<file path="config.mk">
export PLATFORM = sky130hd
export DESIGN_NAME = lsu_data_port
export DESIGN_NICKNAME = d
export VERILOG_FILES = /design/src/rtl/lsu_data_port.sv
export SDC_FILE = /design/constraint.sdc
export NUM_CORES = 1
export LEC_CHECK = 0
export ABC_AREA = 1
export ABC_CLOCK_PERIOD_IN_PS = 1800
export BUFFER_PORTS_ARGS = -buffer_cell sky130_fd_sc_hd__buf_2
export CAP_MARGIN = 15
export CORE_MARGIN = 10
export CORE_UTILIZATION = 35
export DETAILED_ROUTE_END_ITERATION = 10
export GPL_TIMING_DRIVEN = 0
export PLACE_DENSITY = 0.65
export SLEW_MARGIN = 20
export SYNTH_ARGS = -nofsm -noshare
export SYNTH_HDL_FRONTEND = slang
export SYNTH_SLANG_ARGS = --single-unit
</file>
<file path="constraint.sdc">
create_clock -name clk -period 1.8 [get_ports clk]
set_clock_uncertainty 0.1 [all_clocks]
set_input_delay 0.18 -clock clk [delete_from_list [all_inputs] [get_ports clk]]
set_output_delay 0.18 -clock clk [all_outputs]
set_load 0.02 [all_outputs]
</file>
<file path="src/rtl/lsu_data_port.sv">
// Load/store data-port controller: one outstanding access, request/grant/response to data memory.
// Optional LSU_MISALIGN_TRAP_EN: reject misaligned accesses with misalign_o instead of force-aligning.
module lsu_data_port #(
  parameter int XLEN = 32
) (
  input  logic            clk,
  input  logic            rst,
  input  logic            acc_valid_i,
  input  logic            acc_store_i,
  input  logic [1:0]      acc_size_i,
  input  logic            acc_unsigned_i,
  input  logic [XLEN-1:0] acc_addr_i,
  input  logic [XLEN-1:0] acc_wdata_i,
  input  logic            flush_i,
  output logic            stall_o,
  output logic            dmem_req_o,
  output logic            dmem_we_o,
  output logic [3:0]      dmem_be_o,
  output logic [XLEN-1:0] dmem_addr_o,
  output logic [XLEN-1:0] dmem_wdata_o,
  input  logic            dmem_gnt_i,
  input  logic            dmem_rvalid_i,
  input  logic [XLEN-1:0] dmem_rdata_i,
  output logic            done_o,
  output logic [XLEN-1:0] rdata_o,
  output logic            misalign_o
);

  typedef enum logic [1:0] {IDLE, REQ, WAIT, DONE} state_t;

  state_t          state, state_next;
  logic            store_q;
  logic [1:0]      size_q;
  logic            uns_q;
  logic [1:0]      lo_q;
  logic            mis_q;
  logic            drain_q;
  logic            req_q;
  logic            we_q;
  logic [3:0]      be_q;
  logic [XLEN-1:0] addr_q;
  logic [XLEN-1:0] wdata_q;
  logic [XLEN-1:0] rdata_q;
  logic            accept;
  logic            mis_now;
  logic [1:0]      lo_eff;

  function automatic logic [3:0] calc_be(input logic [1:0] size, input logic [1:0] lo);
    case (size)
      2'b00:   calc_be = 4'b0001 << lo;
      2'b01:   calc_be = 4'b0011 << {lo[1], 1'b0};
      default: calc_be = 4'b1111;
    endcase
  endfunction

  function automatic logic [31:0] calc_wdata(input logic [1:0] size, input logic [31:0] data);
    case (size)
      2'b00:   calc_wdata = {4{data[7:0]}};
      2'b01:   calc_wdata = {2{data[15:0]}};
      default: calc_wdata = data;
    endcase
  endfunction

  function automatic logic is_misaligned(input logic [1:0] size, input logic [1:0] lo);
    case (size)
      2'b00:   is_misaligned = 1'b0;
      2'b01:   is_misaligned = lo[0];
      default: is_misaligned = (lo != 2'b00);
    endcase
  endfunction

  // Natural alignment of the low address bits; identity for already aligned accesses.
  function automatic logic [1:0] align_lo(input logic [1:0] size, input logic [1:0] lo);
    case (size)
      2'b00:   align_lo = lo;
      2'b01:   align_lo = {lo[1], 1'b0};
      default: align_lo = 2'b00;
    endcase
  endfunction

  function automatic logic [31:0] extend(input logic [31:0] raw, input logic [1:0] size,
                                         input logic [1:0] lo, input logic uns);
    logic [31:0] byte_sh;
    logic [31:0] half_sh;
    byte_sh = raw >> {lo, 3'b000};
    half_sh = raw >> {lo[1], 4'b0000};
    case (size)
      2'b00:   extend = {{24{~uns & byte_sh[7]}}, byte_sh[7:0]};
      2'b01:   extend = {{16{~uns & half_sh[15]}}, half_sh[15:0]};
      default: extend = raw;
    endcase
  endfunction

  assign accept = (state == IDLE) && acc_valid_i && !flush_i;
  assign lo_eff = align_lo(acc_size_i, acc_addr_i[1:0]);
`ifdef LSU_MISALIGN_TRAP_EN
  assign mis_now = is_misaligned(acc_size_i, acc_addr_i[1:0]);
`else
  assign mis_now = 1'b0;
`endif

  always_ff @(posedge clk) begin
    if (rst) begin
      state <= IDLE;
    end else begin
      state <= state_next;
    end
  end

  always_comb begin
    state_next = state;
    stall_o    = 1'b0;
    done_o     = 1'b0;
    misalign_o = 1'b0;
    case (state)
      IDLE: begin
        stall_o = acc_valid_i;
        if (accept) begin
          state_next = mis_now ? DONE : REQ;
        end else begin
          state_next = IDLE;
        end
      end
      REQ: begin
        stall_o = 1'b1;
        if (flush_i) begin
          state_next = IDLE;
        end else if (dmem_gnt_i) begin
          state_next = WAIT;
        end else begin
          state_next = REQ;
        end
      end
      WAIT: begin
        // A flushed load/store still waits for its response so memory never sees an orphan.
        stall_o = 1'b1;
        if (dmem_rvalid_i) begin
          state_next = (drain_q || flush_i) ? IDLE : DONE;
        end else begin
          state_next = WAIT;
        end
      end
      DONE: begin
        state_next = IDLE;
        if (mis_q) begin
          misalign_o = !flush_i;
        end else begin
          done_o = !flush_i;
        end
      end
      default: begin
        state_next = IDLE;
      end
    endcase
  end

  always_ff @(posedge clk) begin
    if (rst) begin
      store_q <= 1'b0;
      size_q  <= 2'b00;
      uns_q   <= 1'b0;
      lo_q    <= 2'b00;
      mis_q   <= 1'b0;
      drain_q <= 1'b0;
      req_q   <= 1'b0;
      we_q    <= 1'b0;
      be_q    <= 4'b0000;
      addr_q  <= 32'h0000_0000;
      wdata_q <= 32'h0000_0000;
      rdata_q <= 32'h0000_0000;
    end else begin
      case (state)
        IDLE: begin
          if (accept) begin
            store_q <= acc_store_i;
            size_q  <= acc_size_i;
            uns_q   <= acc_unsigned_i;
            lo_q    <= lo_eff;
            mis_q   <= mis_now;
            drain_q <= 1'b0;
            rdata_q <= 32'h0000_0000;
            if (!mis_now) begin
              req_q   <= 1'b1;
              we_q    <= acc_store_i;
              be_q    <= calc_be(acc_size_i, lo_eff);
              addr_q  <= {acc_addr_i[31:2], 2'b00};
              wdata_q <= acc_store_i ? calc_wdata(acc_size_i, acc_wdata_i) : 32'h0000_0000;
            end
          end
        end
        REQ: begin
          if (flush_i || dmem_gnt_i) begin
            req_q   <= 1'b0;
            we_q    <= 1'b0;
            be_q    <= 4'b0000;
            addr_q  <= 32'h0000_0000;
            wdata_q <= 32'h0000_0000;
          end
        end
        WAIT: begin
          if (flush_i) begin
            drain_q <= 1'b1;
          end
          if (dmem_rvalid_i && !store_q) begin
            rdata_q <= extend(dmem_rdata_i, size_q, lo_q, uns_q);
          end
        end
        default: begin
          drain_q <= 1'b0;
        end
      endcase
    end
  end

  assign dmem_req_o   = req_q;
  assign dmem_we_o    = we_q;
  assign dmem_be_o    = be_q;
  assign dmem_addr_o  = addr_q;
  assign dmem_wdata_o = wdata_q;
  assign rdata_o      = rdata_q;

endmodule

</file>
==> results.yml, run 1 <==
grt:
  grt_max_degree: 19
  grt_pass1_wl_um: 28780
  grt_overflow: 0
  grt_use_total_pct: 17.86
  grt_pass1_vias: 5523
  grt_antenna_before_repair: 2
cts:
  numClockSinks: 109
  numCtsBuffers: 9
  cts_buffer_depth: 2
  cts_tree: "yes"
  clk_root_buffer_cell: "clkbuf_16"
  clkTransAtPathRegs_ps: 80
  htreeDepth: 3
  insertion_delay_ps: 350
status:
  violations: "setup timing"
  status: "complete, but fails checks"
cells_and_area:
  drive_above_1_share_pct: 39.88
  fillers: 1369
  synthToLayoutAreaGrowth_pct: 56.10
  fin_nets: 1125
  multiInputGateArea_um2: 3023
  post-route-util_pct: 56.35
  area.sequential_um2: 2191
  fin_cells: 1199
setup_path:
  crit_type: "flop to flop"
  critPathArrivalTime_ps: 2010
  cp-end-kind: "flop"
  required_ps: 1980
  startpoint_type: "flop"
  timing.rr.end: "rdata_o[28]"
  r2r_start: "state[1]"
  reg2reg_slack_ps: -30
  reg2reg_depth: 11
  critPathMaxFanout: 5
sta:
  slew_headroom_pct: 52.43
  period_share_pct: 101.5
  fin_crit_ps: 1827
  setup_viol: 14
  fmax_mhz: 547.4
  tightest_slew_ps: 713.5
  drv_slew: 0
  rsz0062_at_grt: "yes"
  setup_ws_ps: -26.72
  final-hold-violation-count: 0
synthesis:
  syn_inst: 729
  ys_seq_area_share_pct: 43.21
  synth_top_area_cell: "dfxtp_1"
  post_synth.cell_area_avg_um2: 6.927
  synth.most_common_cell: "nand2_1"
  synth-edff-count: 0
  ys_top_cells_by_count: "295 x nand2_1, 109 x dfxtp_1, 104 x a21oi_1"
  synth_seq_cells: 109
  ys_types: 30
  synth_ff_type: "dfxtp_1"
  synth.cell_area_um2: 5050
  synthArstFlopShare_pct: 0
  synth_top_area_share_pct: 43.21
  yosys_warnings: 0
  synth_area_leaders: "dfxtp_1 43%, nand2_1 22%, a21oi_1 10%, nor2_1 3.7%, nor2_2 2.5%"
routing:
  totalWireLength_um: 19540
  firstDrtPassIters: 5
  route.vias.total: 5713
  drtIter0Drc: 297
  vias_per_cell: 4.765
  wire_per_inst_um: 16.30
  drc_errors: 0
  antenna_left: 0
power_and_ir_drop:
  finalPower_mw: 5.863
  p_leak_nw: 3.655
  powerDensity_nw_per_um2: 743.8
  peakVddDrop_mv: 0.5769
run:
  max_cap_violations: 0
worst_hold_path:
  hold_depth: 3
  hold_end: "dmem_wdata_o[1]"
  hp-class: "primary input to flop"
  hp-start: "acc_wdata_i[1]"
place:
  place_inst: 1117
  hpwlAfterDp_um: 13740
  numPortBuffers: 206
  pre_cts_slack_ps: -368.8
  gp_congestion: 0.8892
die:
  num_rows: 43
  io_pins: 211
  coreArea_um2: 13990
  die_h_um: 140.1
  die_w_um: 140.1
  die_area_um2: 19630
  initial_utilization_pct: 36.10
-- power breakdown --
| group | total [mW] | switching, mW | internal [mW] |
|---|---|---|---|
| Combinational | 1.36 | 0.801 | 0.557 |
| Sequential | 2.54 | 0.0564 | 2.49 |
| Clock | 1.96 | 0.932 | 1.03 |
| Total | 5.86 | 1.79 | 4.07 |
-- area by class of cell --
type | count | share of cell area, %
multi-input combinational | 549 | 38.35
sequential | 109 | 27.79
timing repair buffer | 270 | 21.73
buffer | 43 | 3.746
clock buffer | 11 | 3.206
tap | 180 | 2.857
inverter | 31 | 1.762
clock inverter | 5 | 0.5238
antenna | 1 | 0.03175
-- per-stage QoR --
stage               cell area, µm²  hold WS, ps  setup TNS [ps]
detailed placement            6326        339.1          -26080
global placement              6326        334.6          -25080
global route                  7883        6.772           -4026
floorplan                     5070        207.2               0
CTS                           7134        3.420               0
finish                        7883        11.83          -192.7
-- per-layer routing --
layer / wire length [µm] / up-vias / global-route usage (%)
li1: - / 2905 / -
met1: 8258 / 2588 / 21.30
met2: 9358 / 190 / 28.73
met3: 1439 / 28 / 6.119
met4: 469 / 2 / 7.283
met5: 13 / - / 0
-- repair_timing --
| action | CTS | global route |
|---|---|---|
| hold buffers | 36 | 0 |
| setup endpoints to repair | 100 | 99 |
| endpoints found under the hold margin | 36 | 0 |
| setup buffers | 8 | 13 |
| resized for setup | 24 | 152 |
| pin swaps | 4 | 31 |
| gates cloned | 1 | 7 |
-- state kept, by name, summed over array words and instances, names as in the netlist --
signal / cells
drain_q: 1
uns_q: 1
size_q: 2
dmem_we_o: 1
store_q: 1
dmem_wdata_o: 32
rdata_o: 32
dmem_addr_o: 30
lo_q: 2
dmem_req_o: 1
state: 2
dmem_be_o: 4
-- critical path, cell delays in order, from the launching register on --
cell and delay, ps:
dfxtp_4 370, inv_4 70, ha_4 150, nand2_4 60, nor2_4 180, inv_4 70, nand2_8 80, nand3_4 170
clkbuf_16 230, nor2_4 80, nand2_2 60, a21oi_2 120
-- cell usage in the layout (no fill, tap or decap), types with 11 or more instances in the layout --
master,synthesis,routed
nand2_1,295,258
inv_1,26,23
nor2_1,50,42
o21ai_0,18,16
buf_2,5,209
a21oi_2,14,41
nor2_2,20,12
dlygate4sd3_1,0,36
clkbuf_16,0,13
nand2_2,2,14
nor2_4,2,18
buf_4,5,29
a21oi_1,104,77
clkbuf_1,27,19
nand3_1,11,11
nand2_4,2,25
dfxtp_1,109,106
-- kinds of logic (layout without fill, tap and decap cells) --
kind of cell             Yosys count  after routing  synth area share, %
AND/OR/NAND/NOR                  390            391                32.01
AO/OA/AOI/OAI                    149            149                16.28
flip-flops                       109            109                43.21
buffers and inverters             74            360                6.937
adder cells (fa/ha/maj)            6              6                1.487
other                              1              4              0.07426
-- worst max path at each step --
stage / start / end / cells after the start
after floorplan: state[1] / dmem_addr_o[11] / 11
after CTS: state[1] / dmem_addr_o[28] / 11
after global routing: state[1] / rdata_o[28] / 11
after detailed placement: state[1] / rdata_o[27] / 10
final: state[1] / rdata_o[28] / 11
after global placement: state[1] / rdata_o[26] / 10
Note: power is estimated with default switching activity, not from simulation.
==> inputs of run 2 (changes only) <==
--- a/config.mk
+++ b/config.mk
@@ -11,8 +11,8 @@
 export CAP_MARGIN = 15
 export CORE_MARGIN = 10
-export CORE_UTILIZATION = 35
+export CORE_UTILIZATION = 44
 export DETAILED_ROUTE_END_ITERATION = 10
 export GPL_TIMING_DRIVEN = 0
-export PLACE_DENSITY = 0.65
+export PLACE_DENSITY = 0.78
 export SLEW_MARGIN = 20
 export SYNTH_ARGS = -nofsm -noshare
==> constraint.sdc (replaced) <==
create_clock -name clk -period 1.8 [get_ports clk]
set_clock_uncertainty 0.1 [all_clocks]
set_input_delay 0.18 -clock clk [delete_from_list [all_inputs] [get_ports clk]]
set_output_delay 0.18 -clock clk [all_outputs]
set_load 0.01 [all_outputs]
==> results.yml, run 2 (synthesis results as in run 1) <==
power_and_ir_drop:
  peakVddDrop_mv: 0.5086
  powerDensity_nw_per_um2: 754.5
  switchingPower_mw: 1.777
  switching_share_pct: 30.92
  p_clk_share_pct: 34.3
  p_comb_share_pct: 21.5
  p_seq_share_pct: 44.2
  power.internal_mw: 3.969
  p_leak_nw: 3.535
setup_path:
  reg2reg_depth: 11
  critPathArrivalTime_ps: 1960
  crit_type: "flop to flop"
  cp-endpoint: "dmem_addr_o[24]"
  cp-end-kind: "flop"
  r2r_start: "state[0]"
  reg2reg_slack_ps: -40
  critical_path.startpoint: "state[0]"
  critPathMaxFanout: 6
  startpoint_type: "flop"
  required_ps: 1920
  timing.rr.end: "dmem_addr_o[24]"
routing:
  antenna_left: 0
  firstDrtPassIters: 5
  wire_per_inst_um: 16.66
  route.vias.total: 5749
  totalWireLength_um: 19110
  drtIter0Drc: 310
  drc_errors: 0
  vias_per_cell: 5.012
grt:
  grt_max_degree: 21
  top_usage_layer: "met2"
  grt_overflow: 0
  met3_usage_pct: 7.072
  use_met1_pct: 23.61
  grt_pass1_vias: 5417
  grt_use_total_pct: 20.50
  grt_pass1_wl_um: 27230
  grt_antenna_before_repair: 1
  grtUsageMet2_pct: 34.51
cells_and_area:
  drive_above_1_share_pct: 38.98
  synthToLayoutAreaGrowth_pct: 50.82
  fin_nets: 1110
  layout_commonest_cell: "nand2_1"
  multiInputGateArea_um2: 2934
  layout_common_cells: "263 x nand2_1, 210 x buf_2, 106 x dfxtp_1"
  fin_cells: 1147
  area.sequential_um2: 2191
  fillers: 991
status:
  violations: "setup timing"
  status: "complete, but fails checks"
sta:
  slew_headroom_pct: 54.87
  tightest_slew_ps: 676.9
  fin_crit_ps: 1840
  fmax_mhz: 543.4
  drv_slew: 0
  rsz0062_at_grt: "yes"
  final-hold-violation-count: 0
  period_share_pct: 102.2
  hold_slack_ps: 9.137
  setup_ws_ps: -40.23
  setup_viol: 38
worst_hold_path:
  hp-class: "primary input to flop"
die:
  die_w_um: 127.1
  die_h_um: 127.1
  num_rows: 39
  die_area_um2: 16160
  io_pins: 211
  coreArea_um2: 11320
  initial_utilization_pct: 44.61
cts:
  numCtsBuffers: 9
  clk_root_buffer_cell: "clkbuf_16"
  htreeDepth: 3
  insertion_delay_ps: 350
  numClockSinks: 109
  clkTransAtPathRegs_ps: 80
  cts_buffer_depth: 2
  cts_tree: "yes"
place:
  place_inst: 1080
  hpwlAfterDp_um: 13240
  gp_congestion: 0.9281
  numPortBuffers: 206
run:
  max_cap_violations: 0
run 2: changes by cell type in the layout (fill, tap and decap cells not counted), sizes merged:
cell and change:
buf -9, clkbuf -6, bufbuf -1, clkinvlp +2, nand3 -1
run 2: metrics by stage:
stage / area [µm²] / TNS (ps) / power (mW) / utilization [%] / setup slack [ps]
4_1_cts: 7019 / 0 / 5.552 / 62.00 / 7.905
6_report: 7616 / -598.4 / 5.746 / 67.27 / -40.23
2_1_floorplan: 5070 / 0 / 3.142 / - / 14.23
5_1_grt: 7616 / -5536 / 5.985 / 67.27 / -116.7
3_3_place_gp: 6280 / -23830 / 3.506 / 55.47 / -342.7
3_5_place_dp: 6280 / -25740 / 3.515 / 55.47 / -385.1
run 2: layout make-up:
type	instances	share of cell area (%)
multi-input cells	548	38.52
plain buffers	42	3.844
well taps	143	2.349
clock inverters	7	0.8871
repair buffers	257	20.81
diodes	1	0.03286
inverters	31	1.824
clock buffers	9	2.957
flip-flops and latches	109	28.77
run 2: worst min path at each step:
stage,end,from,depth (start not counted),slack (ps)
final,dmem_wdata_o[0],acc_wdata_i[0],3,9
after global routing,dmem_be_o[3],acc_addr_i[1],3,6
after CTS,dmem_wdata_o[5],acc_wdata_i[5],3,3
after detailed placement,dmem_addr_o[7],acc_addr_i[7],3,340
after global placement,dmem_addr_o[31],acc_addr_i[31],3,330
after floorplan,store_q,acc_store_i,2,210
run 2: layer usage:
layer	part of all wire (%)	vias up
li1	-	2861
met1	41	2643
met2	49	209
met3	7.8	36
met4	2.4	0
met5	0	-
run 2: power by group through the flow:
stage | clock (mW) | sequential [mW] | combinational [mW]
6_report | 1.97 | 2.54 | 1.24
3_3_place_gp | 0 | 2.58 | 0.928
4_1_cts | 1.99 | 2.53 | 1.03
5_1_grt | 2.09 | 2.55 | 1.35
2_1_floorplan | 0 | 2.61 | 0.530
3_5_place_dp | 0 | 2.58 | 0.933
run 2: timing repair:
item,4_1_cts,5_1_grt
hold buffers,36,0
endpoints found under the setup margin,100,99
pin swaps,4,23
gates resized for setup,19,140
setup buffers,4,6
endpoints found under the hold margin,36,0
gates cloned,0,5
run 2: worst max-delay path, stage by stage, from the launching register on:
cell and delay [ps]:
dfxtp_4 370, inv_4 70, ha_4 160, nand2_4 60, nor2_4 190, inv_4 60, nand2_4 110, nand3b_4 130
buf_12 180, clkbuf_16 170, nand2_4 60, a21oi_2 50
